==> config.mk <==
export PLATFORM = sky130hd
export DESIGN_NAME = div_seq_core
export DESIGN_NICKNAME = d
export VERILOG_FILES = /design/src/rtl/div_seq_core.sv
export SDC_FILE = /design/constraint.sdc
export NUM_CORES = 1
export LEC_CHECK = 0
export ABC_AREA = 1
export CELL_PAD_IN_SITES_DETAIL_PLACEMENT = 1
export CELL_PAD_IN_SITES_GLOBAL_PLACEMENT = 2
export CORE_AREA = 10 10 188 190
export CTS_CLUSTER_SIZE = 8
export DETAILED_ROUTE_END_ITERATION = 12
export DIE_AREA = 0 0 198 200
export PLACE_DENSITY = 0.76
export SETUP_SLACK_MARGIN = 0.5
export SLEW_MARGIN = 0
export SYNTH_ARGS = -nofsm -noshare
export SYNTH_HDL_FRONTEND = slang
export SYNTH_SLANG_ARGS = --single-unit
==> constraint.sdc <==
create_clock -name iClk -period 3.9 [get_ports iClk]
set_input_delay 0.585 -clock iClk [delete_from_list [all_inputs] [get_ports iClk]]
set_output_delay 0.585 -clock iClk [all_outputs]
set_load 0.005 [all_outputs]
==> src/rtl/div_seq_core.sv <==
// Sequential radix-2 restoring divider: 32/16 (word) or 16/8 (byte), signed or unsigned,
// one quotient bit per cycle, with divide-by-zero and quotient-overflow fault detection.
module div_seq_core (
   input  logic        iClk,
   input  logic        iRst,
   input  logic        iStall,
   input  logic        iReq,
   input  logic        iSgn,
   input  logic        iBW,
   input  logic [31:0] iNumer,
   input  logic [15:0] iDenom,
   output logic [15:0] oQuotient,
   output logic [15:0] oRemain,
   output logic        oAck,
   output logic        oErr
);

   typedef enum logic [2:0] {IDLE, PREP, ITER, FIX, DONE} state_t;

   state_t      stateReg, stateNext;

   logic [31:0] numerReg, numerNext;
   logic [15:0] denomReg, denomNext;
   logic        sgnReg, sgnNext;
   logic        bwReg, bwNext;
   logic        qnegReg, qnegNext;
   logic        rnegReg, rnegNext;
   logic [15:0] absDReg, absDNext;
   logic [15:0] remReg, remNext;
   logic [15:0] qReg, qNext;
   logic [4:0]  cntReg, cntNext;
   logic [15:0] quotReg, quotNext;
   logic [15:0] remOutReg, remOutNext;
   logic        ackReg, ackNext;
   logic        errReg, errNext;

   logic        numNeg, denNeg, preErr;
   logic [31:0] absN;
   logic [15:0] absD, upperHalf, lowerHalf;
   logic [16:0] trial;
   logic [15:0] qSigned, rSigned, qOut, rOut, qLimit;
   logic        ovf;

   // Operand magnitudes and pre-check; byte mode left-aligns the low byte in the
   // shift register so both widths shift out of bit 15.
   always_comb begin
      numNeg    = 1'b0;
      denNeg    = 1'b0;
      absN      = '0;
      absD      = '0;
      upperHalf = '0;
      lowerHalf = '0;
      if (bwReg) begin
         numNeg    = sgnReg & numerReg[31];
         denNeg    = sgnReg & denomReg[15];
         absN      = numNeg ? (~numerReg + 32'd1) : numerReg;
         absD      = denNeg ? (~denomReg + 16'd1) : denomReg;
         upperHalf = absN[31:16];
         lowerHalf = absN[15:0];
      end else begin
         numNeg    = sgnReg & numerReg[15];
         denNeg    = sgnReg & denomReg[7];
         absN      = {16'h0000, numNeg ? (~numerReg[15:0] + 16'd1) : numerReg[15:0]};
         absD      = {8'h00, denNeg ? (~denomReg[7:0] + 8'd1) : denomReg[7:0]};
         upperHalf = {8'h00, absN[15:8]};
         lowerHalf = {absN[7:0], 8'h00};
      end
      preErr = (absD == 16'h0000) || (upperHalf >= absD);
   end

   always_comb begin
      trial   = {remReg, qReg[15]} - {1'b0, absDReg};
      qSigned = qnegReg ? (~qReg + 16'd1) : qReg;
      rSigned = rnegReg ? (~remReg + 16'd1) : remReg;
      qOut    = bwReg ? qSigned : {8'h00, qSigned[7:0]};
      rOut    = bwReg ? rSigned : {8'h00, rSigned[7:0]};
      // A negative result may reach one past the positive limit (-128 / -32768).
      if (bwReg) qLimit = qnegReg ? 16'd32768 : 16'd32767;
      else       qLimit = qnegReg ? 16'd128   : 16'd127;
      ovf = sgnReg && (qReg > qLimit);
   end

   always_ff @(posedge iClk) begin
      if (iRst)         stateReg <= IDLE;
      else if (!iStall) stateReg <= stateNext;
   end

   always_comb begin
      stateNext = stateReg;
      case (stateReg)
         IDLE:    if (iReq) stateNext = PREP;
         PREP:    stateNext = preErr ? DONE : ITER;
         ITER:    if (cntReg == 5'd1) stateNext = FIX;
         FIX:     stateNext = DONE;
         DONE:    stateNext = IDLE;
         default: stateNext = IDLE;
      endcase
   end

   always_comb begin
      numerNext  = numerReg;
      denomNext  = denomReg;
      sgnNext    = sgnReg;
      bwNext     = bwReg;
      qnegNext   = qnegReg;
      rnegNext   = rnegReg;
      absDNext   = absDReg;
      remNext    = remReg;
      qNext      = qReg;
      cntNext    = cntReg;
      quotNext   = quotReg;
      remOutNext = remOutReg;
      ackNext    = ackReg;
      errNext    = errReg;
      case (stateReg)
         IDLE: begin
            if (iReq) begin
               numerNext = iNumer;
               denomNext = iDenom;
               sgnNext   = iSgn;
               bwNext    = iBW;
            end
         end
         PREP: begin
            qnegNext = numNeg ^ denNeg;
            rnegNext = numNeg;
            absDNext = absD;
            if (preErr) begin
               quotNext   = 16'h0000;
               remOutNext = 16'h0000;
               ackNext    = 1'b1;
               errNext    = 1'b1;
            end else begin
               remNext = upperHalf;
               qNext   = lowerHalf;
               cntNext = bwReg ? 5'd16 : 5'd8;
            end
         end
         ITER: begin
            if (!trial[16]) begin
               remNext = trial[15:0];
               qNext   = {qReg[14:0], 1'b1};
            end else begin
               remNext = {remReg[14:0], qReg[15]};
               qNext   = {qReg[14:0], 1'b0};
            end
            cntNext = cntReg - 5'd1;
         end
         FIX: begin
            ackNext    = 1'b1;
            errNext    = ovf;
            quotNext   = ovf ? 16'h0000 : qOut;
            remOutNext = ovf ? 16'h0000 : rOut;
         end
         DONE: begin
            ackNext = 1'b0;
            errNext = 1'b0;
         end
         default: ;
      endcase
   end

   always_ff @(posedge iClk) begin
      if (iRst) begin
         numerReg  <= '0;
         denomReg  <= '0;
         sgnReg    <= 1'b0;
         bwReg     <= 1'b0;
         qnegReg   <= 1'b0;
         rnegReg   <= 1'b0;
         absDReg   <= '0;
         remReg    <= '0;
         qReg      <= '0;
         cntReg    <= '0;
         quotReg   <= '0;
         remOutReg <= '0;
         ackReg    <= 1'b0;
         errReg    <= 1'b0;
      end else if (!iStall) begin
         numerReg  <= numerNext;
         denomReg  <= denomNext;
         sgnReg    <= sgnNext;
         bwReg     <= bwNext;
         qnegReg   <= qnegNext;
         rnegReg   <= rnegNext;
         absDReg   <= absDNext;
         remReg    <= remNext;
         qReg      <= qNext;
         cntReg    <= cntNext;
         quotReg   <= quotNext;
         remOutReg <= remOutNext;
         ackReg    <= ackNext;
         errReg    <= errNext;
      end
   end

   assign oQuotient = quotReg;
   assign oRemain   = remOutReg;
   assign oAck      = ackReg;
   assign oErr      = errReg;

endmodule

[Yosys cells after proc, flatten, opt, wreduce, memory -nomap -nowiden]
Index checks and enable logic that the tools add are counted.
Storage, ports and cells
  bits of input ports: 54
  bits in latches: 0
  bits in read-only memories: 0
  bits in registers: 142
  bits in writable memories: 0
  word-level logic and storage cells: 96
  output and inout bits: 34
  memories kept: 0
Cells by class
  $add $sub $neg: 8
  div/mod/pow operators: 0
  eq/ne operators: 9
  shift operators: 0
  reduce and logical (&&, ||, !) cells: 13
  multiplexer cells: 37
  bitwise operators: 12
  $lt $le $gt $ge: 2
  $mul: 0
Operator list (count)
  16-bit two-way mux: 17
  16-bit case mux with 2 select lines: 4
  16-bit by 1-bit adder with 16-bit output (second input constant): 4
  16-bit inverter: 4
  32-bit by 1-bit adder with 32-bit output (second input constant): 1
  32-bit two-way mux: 1
  32-bit inverter: 1
  17-bit by 16-bit subtractor with 17-bit output: 1
  16-bit >= comparator: 1
  16-bit > comparator: 1
  16-bit zero test: 1
  8-bit two-way mux: 2
  3-bit AND reduction: 5
  3-bit case mux with 4 select lines: 1
  5-bit two-way mux: 2
  5-bit case mux with 2 select lines: 1
  3-bit two-way mux: 3
  8-bit by 1-bit adder with 8-bit output (second input constant): 1
  2-bit inequality test (second input constant): 4
  8-bit inverter: 1
  3-bit by 2-bit equality test with 1-bit output (second input constant): 2
  1-bit case mux with 3 select lines: 2
  5-bit by 1-bit equality test with 1-bit output (second input constant): 1
  5-bit by 1-bit subtractor with 5-bit output (second input constant): 1
  12 further kinds: 19

[Depth between registers and ports, before layout]
  depth after elaboration: 8
  mapped depth: 28

[Least setup slack after synthesis]
Ideal clock, no wire load.
  path kind: register -> register
  start point: reg numerReg[0]
  end point: reg qReg[3]
  stages on the path, launching flop included: 23
  arrival time: 3.150 ns
  data required time: 3.785 ns
  setup slack: 0.635 ns
  setup time: 0.115 ns
  clock period less this slack: 3.265 ns
  cells stage by stage: dfxtp_1 -> nor3_1 -> nand2_1 -> nor2_1 -> nand2_1 -> inv_1 -> nand3_1 -> nand3_1 -> nand3_1 -> and2_1 -> ha_1 -> a21oi_1 -> o21ai_0 -> a21oi_1 -> nor2_1 -> nor4_1 -> nand3_2 -> nand2_2 -> buf_6 -> buf_6 -> nand3_2 -> nand2_1 -> nor2_1
Between the ends
  word-level cells in the longest chain between the ends: 8
  elaborated cells on any way between the ends: 14
RTL lines
  from (decl): line 22  | logic [31:0] numerReg, numerNext;
  from (signal assigned): line 180  | numerReg <= numerNext;
  32-bit inverter or 16-bit inverter (tied branches): line 56, 63
  32-bit by 1-bit adder with 32-bit output or 16-bit by 1-bit adder with 16-bit output (tied branches): line 56, 63
  32-bit two-way mux or 16-bit two-way mux (tied branches): line 56, 63
  16-bit two-way mux: line 53  | if (bwReg) begin
  16-bit >= comparator: line 68  | preErr = (absD == 16'h0000) || (upperHalf >= absD);
  1-bit logical OR: line 68
  2-bit inequality test (no source line)
  3-bit AND reduction (no source line)
  to (signal assigned): line 188  | qReg <= qNext;
  to (decl): line 30  | logic [15:0] qReg, qNext;
Parallel ways exist; a longest one is shown, timed or not. The select of a mux whose other input is x is not followed.
A chain may end at the register's enable or synchronous reset.

[Worst setup path after layout]
  start point: reg numerReg[4]
  end point: reg quotReg[9] (netlist: oQuotient[9])
Between the ends
  word-level cells in the longest chain between the ends: 8
  elaborated cells on any way between the ends: 11
RTL lines
  32-bit inverter or 16-bit inverter (tied branches): line 56, 63
  32-bit by 1-bit adder with 32-bit output or 16-bit by 1-bit adder with 16-bit output (tied branches): line 56, 63
  32-bit two-way mux or 16-bit two-way mux (tied branches): line 56, 63
  16-bit two-way mux (*): line 53
  16-bit >= comparator (*): line 68
  1-bit logical OR (*): line 68
  2-bit inequality test (no source line) (*)
  3-bit AND reduction (no source line) (*)
  to (signal assigned): line 190  | quotReg <= quotNext;
  to (decl): line 32  | logic [15:0] quotReg, quotNext;
Every way passes the cells marked *; elsewhere a longest branch is shown, timed or not.

==> flow_summary.ini <==
[status]
status = complete, no violations

[min_path]
hold_class = flip-flop to flip-flop

[grt]
grt_max_degree = 70
grt_util_met1_pct = 26.3
grt_overflow = 0
grt.met2_usage_pct = 31.4
grt_pass1_wl_um = 61000
grt_pass1_vias = 11000
grt_use_total_pct = 19.3
grtUsageMet3_pct = 2.91
antenna_found_initial = 0
grt-busiest-layer = met2

[die]
num_rows = 65
core-area_um2 = 31400
boundaryPins = 88
start_util_pct = 31.9
chipHeight_um = 200
die_x_um = 198
dieArea_um2 = 39600

[cells_and_area]
final-seq-area_um2 = 2870
antenna_cells = 0
multiInputGateArea_um2 = 7100
final_util_pct = 44.0
nNetsFinal = 1851
fill_cells = 3957
mostFrequentLayoutCells = 287 x nand2_1, 174 x a21oi_1, 151 x nor2_1, 136 x inv_1, 129 x dfxtp_1
drive_gt1_share_pct = 21.7
final_common_cell = nand2_1
area_delta_synth_final_pct = 37.8

[placed_design]
gp_congestion = 0.851
io_buffers = 87
hpwl_um = 28500
detailedPlace.worstSlack_ps = -65.9

[routing]
ant_nets = 0
drt_first_iter_violations = 528
drc_errors = 0
wl_per_cell_um = 18.8
viasPerCell = 5.20
vias = 11200
drt_pass1_iterations = 5
drt-total-wl_um = 40500

[clock_tree]
clkTransAtPathRegs_ps = 70
cts-root-buf = clkbuf_16
numClockSinks = 142
cts_max_level = 4
numCtsBuffers = 17
cts_hold_buffers = 0
clk_latency_ps = 440
cts_tree = done
clockBufferDepth = 2

[worst_setup_path]
ff2ff_setup_slack_ps = 440
cp-start-kind = flip-flop
critPathRequiredTime_ps = 4200
worstSetupEndpoint = oQuotient[9]$_SDFFE_PP0P_
cp_top_family = simple AND/OR/NAND/NOR gates
startpoint = numerReg[4]$_SDFFE_PP0P_
r2r_end = oQuotient[9]$_SDFFE_PP0P_
path_cells = inv_2 > nand4_1 > nor2_4 > nand2_2 > nor2_4 > buf_4 > buf_6 > nand3_1 > nand3_1 > nand3_2 > and2_4 > ha_4 > a21oi_2 > o21ai_1 > a21oi_2 > nor2_2 > nor4_2 > buf_4 > nand3_4 > buf_12 > nand2_8 > clkinv_8 > nand2_1 > a21oi_1
r2r_cells = 24
cp_slowest_stage_delay_ps = 330
setup.worst_path.class = flip-flop to flip-flop
rr_startpoint = numerReg[4]$_SDFFE_PP0P_
crit_buf_inv = 6
critPathMaxFanout = 8
cp.arrival_ps = 3760
crit_slowest_cell = dfxtp_2
worst_setup_path_end_kind = flip-flop
cp_num_cells = 24

[yosys]
ys_seq_area_share_pct = 28.4
synth.distinct_cells = 45
syn_inst = 1582
syn-cell-area_um2 = 10000
synth_ff_type = dfxtp_1
synth_edf_count = 0
ys_warn_count = 0
ys_seq_elements = 142
ys_async_sr_fraction_pct = 0
syn_area_per_cell_um2 = 6.33
synthesis.nets = 1693

[timing]
fin_skew_ps = 14.1
tns_ps = 0
hold_viol = 0
rsz0062_at_grt = true
slew_headroom_pct = 34.0
setup_slack_ps = 438
timing.hold.ws_ps = 469
fin_crit_ps = 3460
setup_viol = 0
slew_viol_final = 0
max_freq_ghz = 0.289
period_share_pct = 88.8
tightest_slew_ps = 990

[pwr]
vdd_drop_max_mv = 0.288
p_per_area_nw_per_um2 = 474
total_leakage_power_nw = 5.82

[run]
cap_violations = 0
report_power, final:
group | switching (mW) | internal, mW | total [mW]
registers | 0.166 | 1.59 | 1.76
clock network | 0.723 | 1.16 | 1.88
logic | 1.75 | 1.16 | 2.91
final cells by class:
| class | count | area share, % |
|---|---|---|
| Timing Repair inverter | 5 | 0.444 |
| Sequential cell | 142 | 20.8 |
| Clock buffer | 18 | 3.18 |
| Inverter | 163 | 4.56 |
| Multi-Input combinational cell | 1204 | 51.4 |
| Clock inverter | 13 | 1.54 |
| Timing Repair Buffer | 207 | 14.4 |
| Tap cell | 402 | 3.64 |
flip-flops by register name (all words and copies together) (netlist names):
name       flops
absDReg       16
bwReg          1
cntReg         5
denomReg      16
numerReg      32
oAck           1
oErr           1
oQuotient     16
oRemain       16
qReg          16
qnegReg        1
remReg        16
rnegReg        1
sgnReg         1
stateReg       3
routing by layer:
layer  vias to the layer above  part of all wire [%]
met5                         -                     0
met4                         0                   1.3
met3                        32                   3.2
met2                       188                    47
met1                      5417                    48
li1                       5560                     -
per-stage QoR:
stage	std cells	area, um2	total power [mW]
after floorplan	1582	10000	3.27
after global placement	2046	11400	3.97
after detailed placement	2046	11400	4.02
after CTS	2118	12800	6.19
after global routing	2154	13800	6.98
final	2154	13800	6.54
cell usage after synthesis (3+ instances only):
cell	number	area share (%)
nand3_1	128	6.4
or2_2	4	0.25
buf_6	3	0.34
a221oi_1	3	0.26
buf_1	7	0.26
clkinv_1	4	0.15
buf_4	8	0.60
clkbuf_1	54	2.0
o22ai_1	3	0.19
xor2_1	39	3.4
a22oi_1	4	0.30
nor2_1	182	6.8
ha_1	56	7.0
nand2_1	333	12
o21ai_0	139	6.9
a21oi_1	194	9.7
nand2_2	5	0.31
nand4_1	24	1.5
nor3_1	31	1.5
xnor2_1	6	0.52
and2_1	6	0.37
nand3_2	13	1.3
dfxtp_1	142	28
a21boi_0	3	0.22
o211ai_1	6	0.45
inv_1	156	5.8
repair_timing:
item,in CTS,in global routing
endpoints found under the hold margin,0,0
pin swaps,29,64
gates cloned,2,10
resized for setup,114,191
buffers inserted,39,26
endpoints found under the setup margin,73,73
worst min-delay path by stage:
stage                                        from                       to  slack [ps]  cells after the start
after floorplan            cntReg[1]$_SDFFE_PP0P_   cntReg[1]$_SDFFE_PP0P_         450                      2
after global placement          oAck$_SDFFE_PP0P_        oAck$_SDFFE_PP0P_         450                      2
after detailed placement  oRemain[6]$_SDFFE_PP0P_  oRemain[6]$_SDFFE_PP0P_         460                      2
after CTS                 oRemain[6]$_SDFFE_PP0P_  oRemain[6]$_SDFFE_PP0P_         470                      2
after global routing      oRemain[5]$_SDFFE_PP0P_  oRemain[5]$_SDFFE_PP0P_         500                      2
final                           oAck$_SDFFE_PP0P_        oAck$_SDFFE_PP0P_         470                      2
cell families after synthesis:
family | count (synthesis) | share of synthesized area [%]
AND/OR/NAND/NOR | 735 | 31.7
AO/OA/AOI/OAI | 364 | 19.0
buffers and inverters | 237 | 9.45
flip-flops | 142 | 28.4
adder cells (fa/ha/maj) | 57 | 7.19
XOR/XNOR | 47 | 4.26
worst reg2reg max path, stage by stage, from the launching register on:
cell	delay (ps)
dfxtp_2	330
inv_2	60
nand4_1	180
nor2_4	150
nand2_2	90
nor2_4	170
buf_4	140
buf_6	100
nand3_1	80
nand3_1	100
nand3_2	120
and2_4	200
ha_4	210
a21oi_2	120
o21ai_1	80
a21oi_2	150
nor2_2	50
nor4_2	120
buf_4	190
nand3_4	130
buf_12	170
nand2_8	140
clkinv_8	110
nand2_1	80
a21oi_1	60
Note: power is estimated with default switching activity, not from simulation.
